==> src/rtl/upower_pkg.sv <==
// Shared encodings for the uPower multi-cycle sequencer: FSM states, trap causes, branch opcodes.
package upower_pkg;

    typedef enum logic [2:0] {
        ST_IDLE   = 3'd0,
        ST_FETCH  = 3'd1,
        ST_DECODE = 3'd2,
        ST_EXEC   = 3'd3,
        ST_MEM    = 3'd4,
        ST_WB     = 3'd5,
        ST_TRAP   = 3'd7
    } state_t;

    typedef enum logic [1:0] {
        TC_NONE    = 2'd0,
        TC_ILLEGAL = 2'd1,
        TC_IMEM_TO = 2'd2,
        TC_DMEM_TO = 2'd3
    } trap_cause_t;

    localparam logic [5:0] OP_B  = 6'd18;
    localparam logic [5:0] OP_BC = 6'd19;
    localparam logic [5:0] OP_XO = 6'd31;

    // Unconditional b always redirects; bc redirects only when the condition holds.
    function automatic logic branch_taken(input logic [5:0] op, input logic cond);
        return (op == OP_B) || ((op == OP_BC) && cond);
    endfunction

endpackage

==> src/rtl/upower_wait_timer.sv <==
// Handshake wait counter shared by FETCH and MEM; expires after LIMIT waiting cycles.
module upower_wait_timer #(
    parameter int LIMIT = 16
) (
    input  logic clk,
    input  logic rst,
    input  logic i_clr,
    input  logic i_en,
    output logic o_expired
);
    localparam int W = (LIMIT > 2) ? $clog2(LIMIT) : 1;

    logic [W-1:0] r_cnt;

    assign o_expired = (r_cnt == W'(LIMIT - 1));

    always_ff @(posedge clk or posedge rst) begin
        if (rst)                         r_cnt <= '0;
        else if (i_clr)                  r_cnt <= '0;
        else if (i_en && !o_expired)     r_cnt <= r_cnt + 1'b1;
    end

endmodule

==> src/rtl/upower_multicycle_sequencer.sv <==
// Multi-cycle FETCH/DECODE/EXEC/MEM/WB sequencer: drives PC/IR/regfile enables and memory handshakes.
module upower_multicycle_sequencer
    import upower_pkg::*;
#(
    parameter int MEM_TIMEOUT = 16,
    parameter int CNT_W       = 32
) (
    input  logic             clk,
    input  logic             rst,
    input  logic             start,
    input  logic [5:0]       opcode,
    input  logic             reg_read,
    input  logic             reg_write,
    input  logic             mem_read,
    input  logic             mem_write,
    input  logic             branch,
    input  logic             cond_taken,
    output logic             imem_req,
    input  logic             imem_ack,
    output logic             dmem_req,
    output logic             dmem_we,
    input  logic             dmem_ack,
    output logic             ir_load,
    output logic             pc_load,
    output logic             pc_sel,
    output logic             reg_we,
    output logic             busy,
    output logic             trap,
    output logic [1:0]       trap_cause,
    output logic [CNT_W-1:0] retired,
    output logic [2:0]       state
);
    state_t            r_state, w_next;
    trap_cause_t       r_cause, w_cause;
    logic [CNT_W-1:0]  r_retired;
    logic              w_expired, w_retire, w_mem_op;

    assign w_mem_op = mem_read | mem_write;

    // Any state change restarts the wait window, so MEM->FETCH gets a fresh budget.
    upower_wait_timer #(.LIMIT(MEM_TIMEOUT)) u_timer (
        .clk       (clk),
        .rst       (rst),
        .i_clr     (w_next != r_state),
        .i_en      ((r_state == ST_FETCH) || (r_state == ST_MEM)),
        .o_expired (w_expired)
    );

    always_ff @(posedge clk or posedge rst) begin
        if (rst) begin
            r_state   <= ST_IDLE;
            r_cause   <= TC_NONE;
            r_retired <= '0;
        end else begin
            r_state <= w_next;
            if (w_next == ST_TRAP && r_state != ST_TRAP) r_cause <= w_cause;
            if (w_retire) r_retired <= r_retired + 1'b1;
        end
    end

    always_comb begin
        w_next  = r_state;
        w_cause = TC_NONE;
        case (r_state)
            ST_IDLE:   if (start) w_next = ST_FETCH;
            ST_FETCH: begin
                if (imem_ack)       w_next = ST_DECODE;
                else if (w_expired) begin w_next = ST_TRAP; w_cause = TC_IMEM_TO; end
            end
            ST_DECODE: begin
                if (reg_read | reg_write | w_mem_op | branch) w_next = ST_EXEC;
                else begin w_next = ST_TRAP; w_cause = TC_ILLEGAL; end
            end
            ST_EXEC: begin
                if (branch)         w_next = ST_FETCH;
                else if (w_mem_op)  w_next = ST_MEM;
                else if (reg_write) w_next = ST_WB;
                else                w_next = ST_FETCH;
            end
            ST_MEM: begin
                if (dmem_ack)       w_next = reg_write ? ST_WB : ST_FETCH;
                else if (w_expired) begin w_next = ST_TRAP; w_cause = TC_DMEM_TO; end
            end
            ST_WB:     w_next = ST_FETCH;
            ST_TRAP:   w_next = ST_TRAP;
            default:   w_next = ST_IDLE;
        endcase
    end

    always_comb begin
        imem_req = 1'b0;
        ir_load  = 1'b0;
        dmem_req = 1'b0;
        dmem_we  = 1'b0;
        pc_load  = 1'b0;
        pc_sel   = 1'b0;
        reg_we   = 1'b0;
        w_retire = 1'b0;
        case (r_state)
            ST_FETCH: begin
                imem_req = 1'b1;
                ir_load  = imem_ack;
            end
            ST_EXEC: begin
                if (branch) begin
                    pc_load  = 1'b1;
                    pc_sel   = branch_taken(opcode, cond_taken);
                    w_retire = 1'b1;
                end else if (!w_mem_op && !reg_write) begin
                    pc_load  = 1'b1;
                    w_retire = 1'b1;
                end
            end
            ST_MEM: begin
                dmem_req = 1'b1;
                dmem_we  = mem_write;
                if (dmem_ack && !reg_write) begin
                    pc_load  = 1'b1;
                    w_retire = 1'b1;
                end
            end
            ST_WB: begin
                reg_we   = 1'b1;
                pc_load  = 1'b1;
                w_retire = 1'b1;
            end
            default: ;
        endcase
    end

    assign busy       = (r_state != ST_IDLE) && (r_state != ST_TRAP);
    assign trap       = (r_state == ST_TRAP);
    assign trap_cause = r_cause;
    assign retired    = r_retired;
    assign state      = r_state;

endmodule
==> config.mk <==
export PLATFORM = sky130hd
export DESIGN_NAME = upower_multicycle_sequencer
export DESIGN_NICKNAME = d
export VERILOG_FILES = /design/src/rtl/upower_pkg.sv /design/src/rtl/upower_wait_timer.sv /design/src/rtl/upower_multicycle_sequencer.sv
export SDC_FILE = /design/constraint.sdc
export NUM_CORES = 1
export LEC_CHECK = 0
export BUFFER_PORTS_ARGS = -buffer_cell sky130_fd_sc_hd__clkbuf_2
export CORE_ASPECT_RATIO = 0.8
export CORE_MARGIN = 2
export CORE_UTILIZATION = 55
export DETAILED_ROUTE_END_ITERATION = 10
export PLACE_DENSITY = 0.94
export REMOVE_ABC_BUFFERS = 1
export SKIP_LAST_GASP = 1
export SLEW_MARGIN = 10
export SYNTH_ARGS = -nofsm -noshare
export SYNTH_HDL_FRONTEND = slang
export SYNTH_SLANG_ARGS = --single-unit
==> constraint.sdc <==
create_clock -name clk -period 2.8 [get_ports clk]
set_input_delay 0.84 -clock clk [delete_from_list [all_inputs] [get_ports clk]]
set_output_delay 0.84 -clock clk [all_outputs]
set_load 0.05 [all_outputs]
# Word-level counts from Yosys, hierarchy flattened
# Cells that the tools add are included.
[classes]
addsub = 2
eq_ne = 12
mux = 28
n_bitwise = 4
n_reduce_logical = 14
[op_table]
columns = ["op", "n"]
rows = [
  ["$add A32 B1 Y32 const B", 1],
  ["$mux W3", 8],
  ["$pmux W3 S7", 1],
  ["$eq A3 B3 Y1 const B", 4],
  ["$eq A6 B5 Y1 const B", 2],
  ["$mux W1", 11],
  ["$mux W2", 4],
  ["$mux W4", 2],
  ["$eq A3 B2 Y1 const B", 2],
  ["$logic_and A1 B1 Y1", 6],
  ["$pmux W2 S3", 1],
  ["$add A4 B1 Y4 const B", 1],
  ["$eq A4 B4 Y1 const B", 1],
  ["$or A1 B1 Y1", 4],
  ["$eq A3 B1 Y1 const B", 1],
  ["$logic_not A1 Y1", 3],
  ["$logic_not A3 Y1", 1],
  ["$ne A3 B3 Y1", 1],
  ["$ne A3 B3 Y1 const B", 1],
  ["$pmux W1 S3", 1],
  ["$reduce_bool A3 Y1", 1],
  ["$logic_or A1 B1 Y1", 2],
  ["$reduce_bool A2 Y1", 1],
]
[word_totals]
register_bits = 41
out_inout_bits = 46

# Logic depth before layout (Yosys ltp)
# Gate-level depths: netlist (run 1).
[logic_depth]
word_depth = 7
ltp_mapped = 7
ltp_nobuf = 6

# By module
# A second synthesis (run 1) with hierarchy kept.
[hier_totals]
cells_unflattened = 217
hier_area_um2 = 2259.7
[modules_own_cells]
columns = ["module", "instances", "cells_each", "area_per_inst_um2", "seq_area_each_um2"]
rows = [
  ["upower_multicycle_sequencer", 1, 196, 2026.9, 925.9],
  ["upower_wait_timer", 1, 21, 232.7, 100.1],
]

# Worst setup path after synthesis (run 1)
# Ideal clock, no wire load.
[synth_timing]
kind = "register -> output"
from = "reg r_state[0] (netlist: state[0])"
to = "out ir_load"
arrival_ns = 2.899
setup_slack_ns = -0.939
path_stages_with_launch = 5
cell_sequence = "dfrtp_1 > buf_4 > clkbuf_1 > nor3b_1 > and2_1"
[synth_via]
elab_chain_len = 2
[synth_rtl]
columns = ["item", "line", "source"]
rows = [
  ["start, declared", "upower_multicycle_sequencer.sv:33", "state_t r_state, w_next;"],
  ["start signal, assigned", "upower_multicycle_sequencer.sv:55", "r_state <= w_next;"],
  ["$eq A3 B1 Y1", "upower_multicycle_sequencer.sv:99", "case (r_state)"],
  ["$mux W1", "upower_multicycle_sequencer.sv:99", ""],
  ["end, declared", "upower_multicycle_sequencer.sv:23", "output logic ir_load,"],
]
# No other way between the ends.

==> impl_summary.md, run 1 <==
Die
The floorplan row count is 21. The die is 62.18 µm tall. The width of the die is 76.73 µm. Pin placement for this block handled 63 I/O pins.

In this run the standard cell core region covers 4125 µm². The initial core utilization is 0.5641. The die covers roughly 4800 µm².

Synth
The share of synthesized area in the top cell type comes to 0.4409. By area the synthesized netlist is led by dfrtp_1, xor2_1, xnor2_1. The synthesized design contains 0 enable-type register cells.

The Yosys warning count is 0. For this run, the leading register cell type out of synthesis is dfrtp_1. Synthesis handed over a netlist of 220 instances. The area of the mapped netlist is 2327 µm². The part of the Yosys area used for sequential elements is 0.4409. The number of storage elements in the synthesis netlist is a little over 40. Synthesis instantiated 55 different standard cells from the library. The async set-or-reset flop fraction in the synthesized netlist is 1.000.

In this run the mean area of a mapped cell was 10.58 µm². The biggest area contributor in the post-synthesis netlist is dfrtp_1.

Global routing
The via count of the first global-routing pass is 1,822. The first global-routing pass estimated 8776 µm of wire. The largest net degree at the start of global routing is 42. The total overflow left after global routing is 0. Across every metal layer, demand over resource in global routing totals 0.2277. The initial antenna violation count came to 0.

Worst hold path
The worst min-delay path class is reg2reg. The startpoint identified for the worst hold timing path is retired[31]$_DFFE_PP0P_.

Critical path
The signal arrival time at the worst endpoint is 1910 ps. The delay of the slowest cell on the worst path is 300 ps. The worst setup path is launched from a primary input. STA puts the critical path data required time at 1960 ps.

The cell type of the slowest stage on the worst timing path is nor4b_1. Grouping stages by cell kind, the critical path spends the most delay in simple AND/OR/NAND/NOR gates. Of all nets on the critical path, the largest fanout is 3. The critical path goes through clkbuf_2 -> nor4b_1 -> nand3_1 -> a31oi_1 -> a21oi_1 -> clkbuf_2. The capturing element type of the critical path is an output pin. The most frequent cell on the critical path is clkbuf_2. The worst setup path is of the in2out kind. The number of buffers and inverters on the critical path is 2. The start of the worst register-to-register path is state[1]$_DFF_PP0_. The launching element of the worst setup path is reg_write. Setup slack on the worst reg-to-reg path comes out at around 800 ps.

Timing
The count of pins over their slew limit is 0. The number of endpoints failing setup at the final stage is 0. For the final database, setup skew stands at 6.357 ps.

The headroom to the max-slew limit is 0.6631. The final-report hold violation count is 0. Of the available clock period, the critical path in the final layout requires 0.9817. Hold timing on the final database bottoms out at a slack of roughly 470 ps.

For the pin with the worst max-slew slack, the measured transition is 505.4 ps. Setup repair after global routing could not meet its margin everywhere. Timing would allow up to 363.8 MHz. Counting I/O delays and the setup requirement, the final critical path takes 2749 ps.

Cells and area
The filler cell count in the final layout is 344. The library cells used most frequently in the layout, excluding fill and tap cells, are clkbuf_2, dfrtp_1, nand2_1, xor2_1, xnor2_1. The most frequent standard cell in the layout excluding fill and tap cells is clkbuf_2. The fraction of layout instances using a drive strength above 1 is 0.3574. Registers take 1027 µm². The net count of the finished layout is approximately 310. Summing all multi-input logic gate instances after layout gives 1246 µm².

The growth of design area from synthesis to finish is 21.51%. 0 antenna diodes ended up in the layout. Once layout is complete, the utilization of the core stands at 0.6855.

Clock tree
Clock-pin slew was measured on the worst setup and hold paths at 80 ps. TritonCTS built the clock tree. The H-tree generated during clock tree synthesis spans 2 levels. Gates resized during post-CTS repair numbered 0.

Clock tree synthesis selected as its root buffer the cell clkbuf_8. Clock tree synthesis found a total of between 40 and 50 sinks. The number of hold buffers added after CTS is 0. The clock passes through at most 2 buffers. The number of clock buffers inserted by TritonCTS is 5. The number of setup buffers added after CTS is 0.

The later pin in the worst-skew pair is clocked with a latency of 290 ps.

Placed design
The final weighted congestion in routability-driven placement is about 0.83. The placed wire-length estimate after detailed placement is around 3900 µm. Input and output buffers added on the ports amount to 62.

Power and ir drop
The static power due to leakage is 1.435 nW. IR analysis of the VDD net gives a maximum drop of 0.5176 mV. The power density normalized to cell area is 795.1 nW/µm².

Drt
The initial DRC count is 122. The number of DRC violations after detailed routing is 0. The pre-antenna-repair detailed-routing pass consisted of 4 iterations.

The remaining antenna violation count is 0. The detailed router placed 1,933 vias in this run. The via density per instance is 5.555. In the final routed layout, each cell accounts on average for about 15 µm. After detailed routing, the total wire length is 5073 µm.

Status
The flow ran to the end, and the final reports show no timing, DRC or antenna violations.

Job
The number of violations of the max-capacitance limit is 0.
==> cell families (layout without fill, tap and decap cells) <==
kind of cell               count (synthesis)  after routing  share of synthesized area
AOI/OAI and AO/OA                         26             26                     0.1108
buffers and inverters                     12             83                    0.02688
and+or+nand+nor                          101            101                     0.2618
DFF                                       41             41                     0.4409
xor gates and xnor gates                  34             34                     0.1312
muxes                                      4              4                    0.01774
adders and majority gates                  2              2                    0.01075
==> worst register-to-register path: stages (launching register included) <==
cell       delay [ps]
dfrtp_2           510
and2b_1           290
o2111ai_2         210
a2111oi_4         550
nand4_1           180
xnor2_1           150
==> path summary, 6_finish.rpt <==
check                                          end  cells after the start
min                        retired[31]$_DFFE_PP0P_                      1
min in group asynchronous  retired[31]$_DFFE_PP0P_                      3
max in group asynchronous       state[1]$_DFF_PP0_                      3
max reg2reg                retired[27]$_DFFE_PP0P_                      5
max                                           busy                      6
min reg2reg                retired[31]$_DFFE_PP0P_                      1
==> metrics by stage <==
stage / setup slack [ps] / setup TNS, ps / instance area, µm² / total power [W] / instances
finish: 51.22 / 0 / 2828 / 0.002248 / 348
detailed placement: 5.491 / 0 / 2729 / 0.001865 / 340
global route: -62.39 / -101.9 / 2828 / 0.002391 / 348
floorplan: -887.5 / -3198 / 2280 / 0.001581 / 212
global placement: 48.11 / 0 / 2729 / 0.001830 / 340
CTS: 0.3750 / 0 / 2819 / 0.002251 / 348
==> synthesized netlist by cell type, types with 2 or more instances <==
master and count:
nor2_1 11, nor3b_1 3, nand2_1 25, mux2i_1 3, nor4_1 2, buf_2 2
nor2b_1 2, nor4b_1 2, nand2b_1 2, and2_1 4, a21oi_1 2, and4_1 4
a2111oi_4 2, nor4_2 4, nand4_1 6, dfrtp_1 41, ha_1 2, a31oi_1 2
o21a_1 4, o2111ai_2 2, and3_1 9, xnor2_1 16, nand3_1 14, inv_1 4
nor3_1 3, clkbuf_1 3, or3_1 2, xor2_1 17
==> power breakdown <==
part           switching [W]  leakage (nW)  internal, W
Combinational       0.000745         0.834     0.000332
Clock               0.000214        0.0445     0.000177
Sequential          0.000120         0.557     0.000660
Total                0.00108          1.44      0.00117
==> per-layer routing <==
layer  vias to the layer above  share of wire  global-route usage
met5                         -              0                   0
met4                         0         0.0028             0.03864
met3                         4          0.074             0.06105
met2                        73           0.50              0.3717
met1                       933           0.43              0.3112
li1                        923              -                   -
==> cell type report <==
cell class | count | area share
multi-input cells | 167 | 0.4407
repair buffers | 71 | 0.1336
flip-flops and latches | 41 | 0.3633
clock buffers | 5 | 0.02434
inverters | 4 | 0.005310
well taps | 57 | 0.02522
clock inverters | 3 | 0.007522
==> state kept, by name, indices dropped and copies added, names as in the netlist <==
name           count
retired           32
state              3
trap_cause         2
u_timer.r_cnt      4
Power figures use the tool's default switching activity.
==> run 2, diff against run 1 <==
--- a/config.mk
+++ b/config.mk
@@ -8,2 +8,3 @@
 export BUFFER_PORTS_ARGS = -buffer_cell sky130_fd_sc_hd__clkbuf_2
+export CAP_MARGIN = 20
 export CORE_ASPECT_RATIO = 0.8
@@ -12,2 +13,3 @@
 export DETAILED_ROUTE_END_ITERATION = 10
+export GPL_TIMING_DRIVEN = 0
 export PLACE_DENSITY = 0.94
==> constraint.sdc (replaced) <==
create_clock -name clk -period 2.8 [get_ports clk]
set_input_delay 0.14 -clock clk [delete_from_list [all_inputs] [get_ports clk]]
set_output_delay 0.14 -clock clk [all_outputs]
set_load 0.05 [all_outputs]
==> impl_summary.md, run 2 (same netlist as run 1, synthesis figures left out) <==
Critical path
The worst setup path is captured at an output pin. The setup path with the least slack is of type reg2out. The required time at the endpoint of the critical path is 2660 ps (+700 ps).

The worst setup path is launched from a flip-flop. The slowest stage of the critical path is the dfrtp_1 cell. The count of buffer and inverter cells on the critical path is 1 (-1). The maximum fanout count along the critical path was 19 (+16). Walking the worst path, the cells encountered are nor4b_1 -> nand2_1 -> a31oi_1 -> clkbuf_2. The category of cells accounting for the largest share of critical-path delay is flip-flops. The delay of the slowest cell on the worst path is 700 ps (+400 ps).

The signal arrival time at the worst endpoint came to 2130 ps (+220 ps).

Worst hold path
The worst min-delay path class is in2reg.

Power and ir drop
The static power due to leakage is 1.403 nW (-2.2%). The total design power was 0.002203 W (-2.0%). The power density normalized to cell area is 792.1 nW/µm² (-0.37%). The maximum vdd drop is 0.5958 mV (+15%).

Timing
The slew at the pin closest to its max-slew limit is 556.5 ps (+51.07 ps). The final worst clock skew is 9.418 ps (+3.061 ps). The final worst setup slack came to 526.8 ps (+475.6 ps). The number of endpoints failing setup at the final stage is 0 (unchanged).

The worst hold slack is 228.5 ps (-241.6 ps). The time the final worst path needs with I/O delays and setup is 2273 ps (-475.6 ps). Setup repair after global routing left no endpoint under its margin. The period utilization was 0.8119 (-0.1698). The count of pins over their slew limit is 0 (unchanged). The achievable clock frequency is 439.9 MHz (+21%). The headroom to the max-slew limit is 0.6290 (-0.03405). The final-report hold violation count is 0 (unchanged).

Cells and area
The multi-input gate area in the final layout came to 1239 µm² (-0.60%). The register area was 1026 µm² (-0.12%). The count of antenna diodes in the layout is 0 (unchanged). The most frequent standard cell in the layout excluding fill and tap cells is clkbuf_2.

The filler cell count in the final layout came to 329 (-4.4%). The fraction of layout instances using a drive strength above 1 came to 0.3310 (-0.02640). The number of flip-flops under the largest register name was 32 (unchanged). The net count of the finished layout is 302 (-2.3%). In the layout the commonest cells are clkbuf_2, dfrtp_1, nand2_1, xor2_1, xnor2_1. Relative to the synthesized area, the layout overhead comes to 19.52%. The post-layout instance count excluding filler cells came to 341 (-2.0%).

Drt
The via density per instance is 5.628 (+1.3%). The total via count after detailed routing is 1,919 (-0.72%). The initial DRC count was 90 (-26%).

The routed length per placed instance came to 14.36 µm (-1.5%). The final routed wirelength across all metal layers is 4898 µm (-3.4%). The number of iterations in the first detailed-routing pass is 4 (unchanged). The remaining antenna violation count is 0 (unchanged). The number of DRC violations after detailed routing is 0 (unchanged).

Placed design
The count of buffers from port buffering was 62 (unchanged). The cell count after placement came to 332 (-2.4%). The worst slack at placement is 606.6 ps (+601.1 ps).

The final weighted congestion in routability-driven placement is 0.8778 (+5.5%). The placed wire-length estimate after detailed placement is 3624 µm (-6.4%).

Clock tree
CTS placed an instance of clkbuf_8 at the clock tree root. The post-CTS setup-driven buffer insertion count was 0 (unchanged). The number of clock sinks seen by CTS is 41 (unchanged). The TritonCTS clock tree is done.

The number of clock buffers inserted by TritonCTS was 5 (unchanged). The deepest level of the CTS H-tree is 2 (unchanged). The largest buffer count on any clock path is 2 (unchanged).

The worst-skew pair later-pin latency is 300 ps (about the same). The clock-pin transition on the worst setup and hold timing paths is 80 ps (about the same).

Global routing
The global-route wire length before repair came to 8549 µm (-2.6%). The global router's overall resource usage is 0.2229 (-0.004767). The largest net degree at the start of global routing is 26 (-38%). The initial antenna violation count is 0 (unchanged). The total overflow reported by the global router is 0 (unchanged).

The via count of the first global-routing pass is 1,774 (-2.6%).

Die
The floorplan row count is 21 (unchanged). The width of the die is 76.73 µm (unchanged). The die height is 62.18 µm (unchanged).

The core box area was 4125 µm² (unchanged). The die outline area came to 4771 µm² (unchanged). The count of boundary I/O pins is 63 (unchanged).

The initial core utilization is 0.5641 (unchanged).

Status
The flow ran to the end, and the final reports show no timing, DRC or antenna violations.

Job
The number of violations of the max-capacitance limit is 0 (unchanged).
## run 2: tightest hold or removal path: stages
cell	delay, ps
clkbuf_2	130
nor2_1	50
nand3_1	90
a31oi_1	90
## run 2: through the flow
step / utilization / setup TNS [ps] / instance area (µm²)
final: 0.6742 / 0 / 2781
after floorplan: - / -342.8 / 2280
after CTS: 0.6742 / 0 / 2781
after detailed placement: 0.6500 / 0 / 2681
after global routing: 0.6742 / 0 / 2781
after global placement: 0.6451 / 0 / 2661
## run 2: metal layers
layer | wire length (µm) | GRT usage | vias to the layer above
li1 | - | - | 913
met1 | 2302 | 0.3250 | 942
met2 | 2244 | 0.3224 | 54
met3 | 259 | 0.05378 | 10
met4 | 91 | 0.08409 | 0
met5 | 0 | 0 | -
## run 2: what timing repair did
item / 4_1_cts / 5_1_grt
hold buffers: 1 / 0
hold endpoints to repair: 16 / 0
resized for setup: 0 / 0
## run 2: power breakdown
group,internal (W),switching (W)
clock network,0.000177,0.000222
logic,0.000301,0.000694
registers,0.000658,0.000151
## run 2: path summary, 6_finish.rpt
| kind | from | endpoint | slack, ps | depth (start not counted) |
|---|---|---|---|---|
| max in group asynchronous | rst | trap_cause[0]$_DFFE_PP0P_ | 2000 | 4 |
| max | state[0]$_DFF_PP0_ | trap | 530 | 4 |
| min in group asynchronous | rst | retired[18]$_DFFE_PP0P_ | 340 | 3 |
| min reg2reg | retired[31]$_DFFE_PP0P_ | retired[31]$_DFFE_PP0P_ | 480 | 1 |
| min | dmem_ack | state[1]$_DFF_PP0_ | 230 | 4 |
| max reg2reg | state[0]$_DFF_PP0_ | retired[27]$_DFFE_PP0P_ | 590 | 5 |
## run 2: cell type report
| class | instances | area share |
|---|---|---|
| clock buffers | 5 | 0.02474 |
| well taps | 57 | 0.02564 |
| inverters | 4 | 0.005398 |
| clock inverters | 3 | 0.007647 |
| repair buffers | 64 | 0.1224 |
| flip-flops and latches | 41 | 0.3689 |
| multi-input cells | 167 | 0.4453 |
==> run 3, diff against run 2 <==
Settings changed: CORE_UTILIZATION 55 to 47, PLACE_DENSITY 0.94 to 0.87.
Clock period 2.8 ns to 2 ns, I/O delays scaled along.
==> impl_summary.md, run 3 (same netlist as run 1, synthesis figures left out) <==
Status
The run finished with clean final reports.

Worst hold path
The tightest min-delay check is of the in2async type.

Timing
The count of pins over their slew limit is 0 (unchanged). The time the final worst path needs with I/O delays and setup is 1912 ps. Setup repair after global routing left no endpoint under its margin. The number of endpoints failing setup at the final stage is 0 (unchanged). The total negative setup slack is 0 ps (unchanged). The slew at the pin closest to its max-slew limit is 440.4 ps (-116.1 ps). The headroom to the max-slew limit is 0.7064 (+0.07737). The final-report hold violation count is 0 (unchanged). Static timing analysis puts the maximum clock frequency at between 500 and 600 MHz. The final worst clock skew came to 5.601 ps (-3.817 ps). The worst hold slack is 201.1 ps (-27.36 ps). The final worst setup slack is 87.84 ps (-439.0 ps). The period utilization is 0.9561.

Critical path
The required time at the endpoint of the critical path is 2180 ps (-480 ps). The worst setup path is of the reg2reg kind. The worst setup path is launched from a flip-flop. The category of cells accounting for the largest share of critical-path delay is compound AO/OA/AOI/OAI gates. The slowest stage of the critical path is the a2111oi_4 cell.

The count of buffer and inverter cells on the critical path is 0 (-1). STA classifies the critical path endpoint as a flip-flop. Traced cell by cell, the critical path runs through and3b_2 -> o2111ai_4 -> a2111oi_4 -> nand4_1 -> xnor2_1. The number of cells on the worst reg-to-reg path came to 5 (unchanged). The signal arrival time at the worst endpoint is 2100 ps (-30 ps). The delay of the slowest cell on the worst path is 500 ps (-200 ps). The critical path depth in cells is 5 (+1). The maximum fanout count along the critical path came to 8 (-11).

Power and ir drop
The static power due to leakage came to 1.478 nW (+5.3%). The total design power is 0.003469 W (+57%). The maximum vdd drop is 1.288 mV (+120%). The power density normalized to cell area is 1180 nW/µm² (+49%).

Die
The core box area is 4679 µm² (+13%). The initial core utilization was 0.4973 (-0.06682). The die outline area is 5534 µm² (+16%). The die height was 66.94 µm (+7.7%).

The width of the die is 82.68 µm (+7.8%). The count of boundary I/O pins is 63 (unchanged). The floorplan row count is 22 (+4.8%).

Drt
The initial DRC count is 162 (+80%). The routed length per placed instance is 15.28 µm (+6.4%). The total via count after detailed routing is 1,994 (+3.9%). The via density per instance is 5.585 (-0.75%).

The number of DRC violations after detailed routing is 0 (unchanged). The final routed wirelength across all metal layers is 5456 µm (+11%). The remaining antenna violation count is 0 (unchanged).

The number of iterations in the first detailed-routing pass is 4 (unchanged).

Global routing
The via count of the first global-routing pass was 1,787 (+0.73%). The global router's overall resource usage came to 0.2029 (-0.01999). The global-route wire length before repair was 8383 µm (-1.9%). The largest net degree at the start of global routing is 40 (+54%). The total overflow reported by the global router is 0 (unchanged). The initial antenna violation count came to 0 (unchanged).

Cells and area
From synthesis to final layout, the design area changed by 26.34%. The fraction of layout instances using a drive strength above 1 is 0.3872 (+0.05622). The number of flip-flops under the largest register name came to 32 (unchanged). The filler cell count in the final layout is 394 (+20%). The net count of the finished layout is 316 (+4.6%). The most frequent standard cell in the layout excluding fill and tap cells is clkbuf_2. The count of antenna diodes in the layout came to 0 (unchanged). Leaving out fill and tap cells, the most frequent cells in the layout are clkbuf_2, dfrtp_1, nand2_1, xor2_1, xnor2_1.

The share of the core filled with cells in the final layout is 0.6283 (-0.04591).

Placed design
The count of buffers from port buffering is 62 (unchanged). The placed wire-length estimate after detailed placement is 3790 µm (+4.6%). The worst slack at placement is -186.3 ps (-792.9 ps). The final weighted congestion in routability-driven placement is 0.8492 (-3.3%).

Clock tree
The cell sitting at the root of the clock tree is a clkbuf_8. The number of clock sinks seen by CTS came to 41 (unchanged). The number of clock buffers inserted by TritonCTS is 5 (unchanged). The worst-skew pair later-pin latency is 290 ps (about the same). The largest buffer count on any clock path is 2 (unchanged). The deepest level of the CTS H-tree is 2 (unchanged).

TritonCTS built the clock tree. The clock-pin transition on the worst setup and hold timing paths is 80 ps (about the same).

Job
The number of violations of the max-capacitance limit is 0 (unchanged).
==> run 3: repair_timing <==
action                     CTS  global route
hold buffers                 1             0
hold endpoints to repair    41             0
setup endpoints to repair   26            15
buffers inserted             5             9
pin swaps                    0             2
resized for setup            5            10
==> run 3: tightest hold or removal path, delay by kind of cell <==
kind	cells	cell delay, ps
buffers and inverters	3	720
==> run 3: worst paths after layout <==
path	to	startpoint	slack (ps)
max	retired[27]$_DFFE_PP0P_	state[2]$_DFF_PP0_	90
min	trap_cause[1]$_DFFE_PP0P_	rst	200
max reg2reg	retired[27]$_DFFE_PP0P_	state[2]$_DFF_PP0_	90
min reg2reg	retired[31]$_DFFE_PP0P_	retired[31]$_DFFE_PP0P_	480
max in group asynchronous	state[0]$_DFF_PP0_	rst	1400
min in group clk	state[1]$_DFF_PP0_	dmem_ack	210
==> run 3: area by class of cell <==
class	count	area (µm²)	area share
Clock inverter	2	35.03	0.01191
Inverter	4	15.01	0.005106
Clock buffer	5	68.82	0.02340
Timing Repair Buffer	78	447.9	0.1523
Sequential cell	41	1030	0.3502
Multi-Input combinational cell	167	1269	0.4315
Tap cell	60	75.07	0.02553
==> run 3: per-layer routing <==
metal	wire (µm)	track usage	vias to the layer above
li1	-	-	942
met2	2564	0.3034	79
met1	2437	0.2736	966
met3	366	0.05285	7
met5	0	0	-
met4	88	0.09426	0
==> run 3: power breakdown <==
group          switching, W  internal (W)  total [W]
combinational       0.00114      0.000607    0.00175
clock              0.000271      0.000362   0.000634
sequential         0.000154      0.000930    0.00108
total               0.00157       0.00190    0.00347
==> run 3: through the flow <==
step	instance area [µm²]	std cells
2_1_floorplan	2280	212
3_3_place_gp	2665	334
3_5_place_dp	2685	335
4_1_cts	2846	348
5_1_grt	2940	357
6_report	2940	357
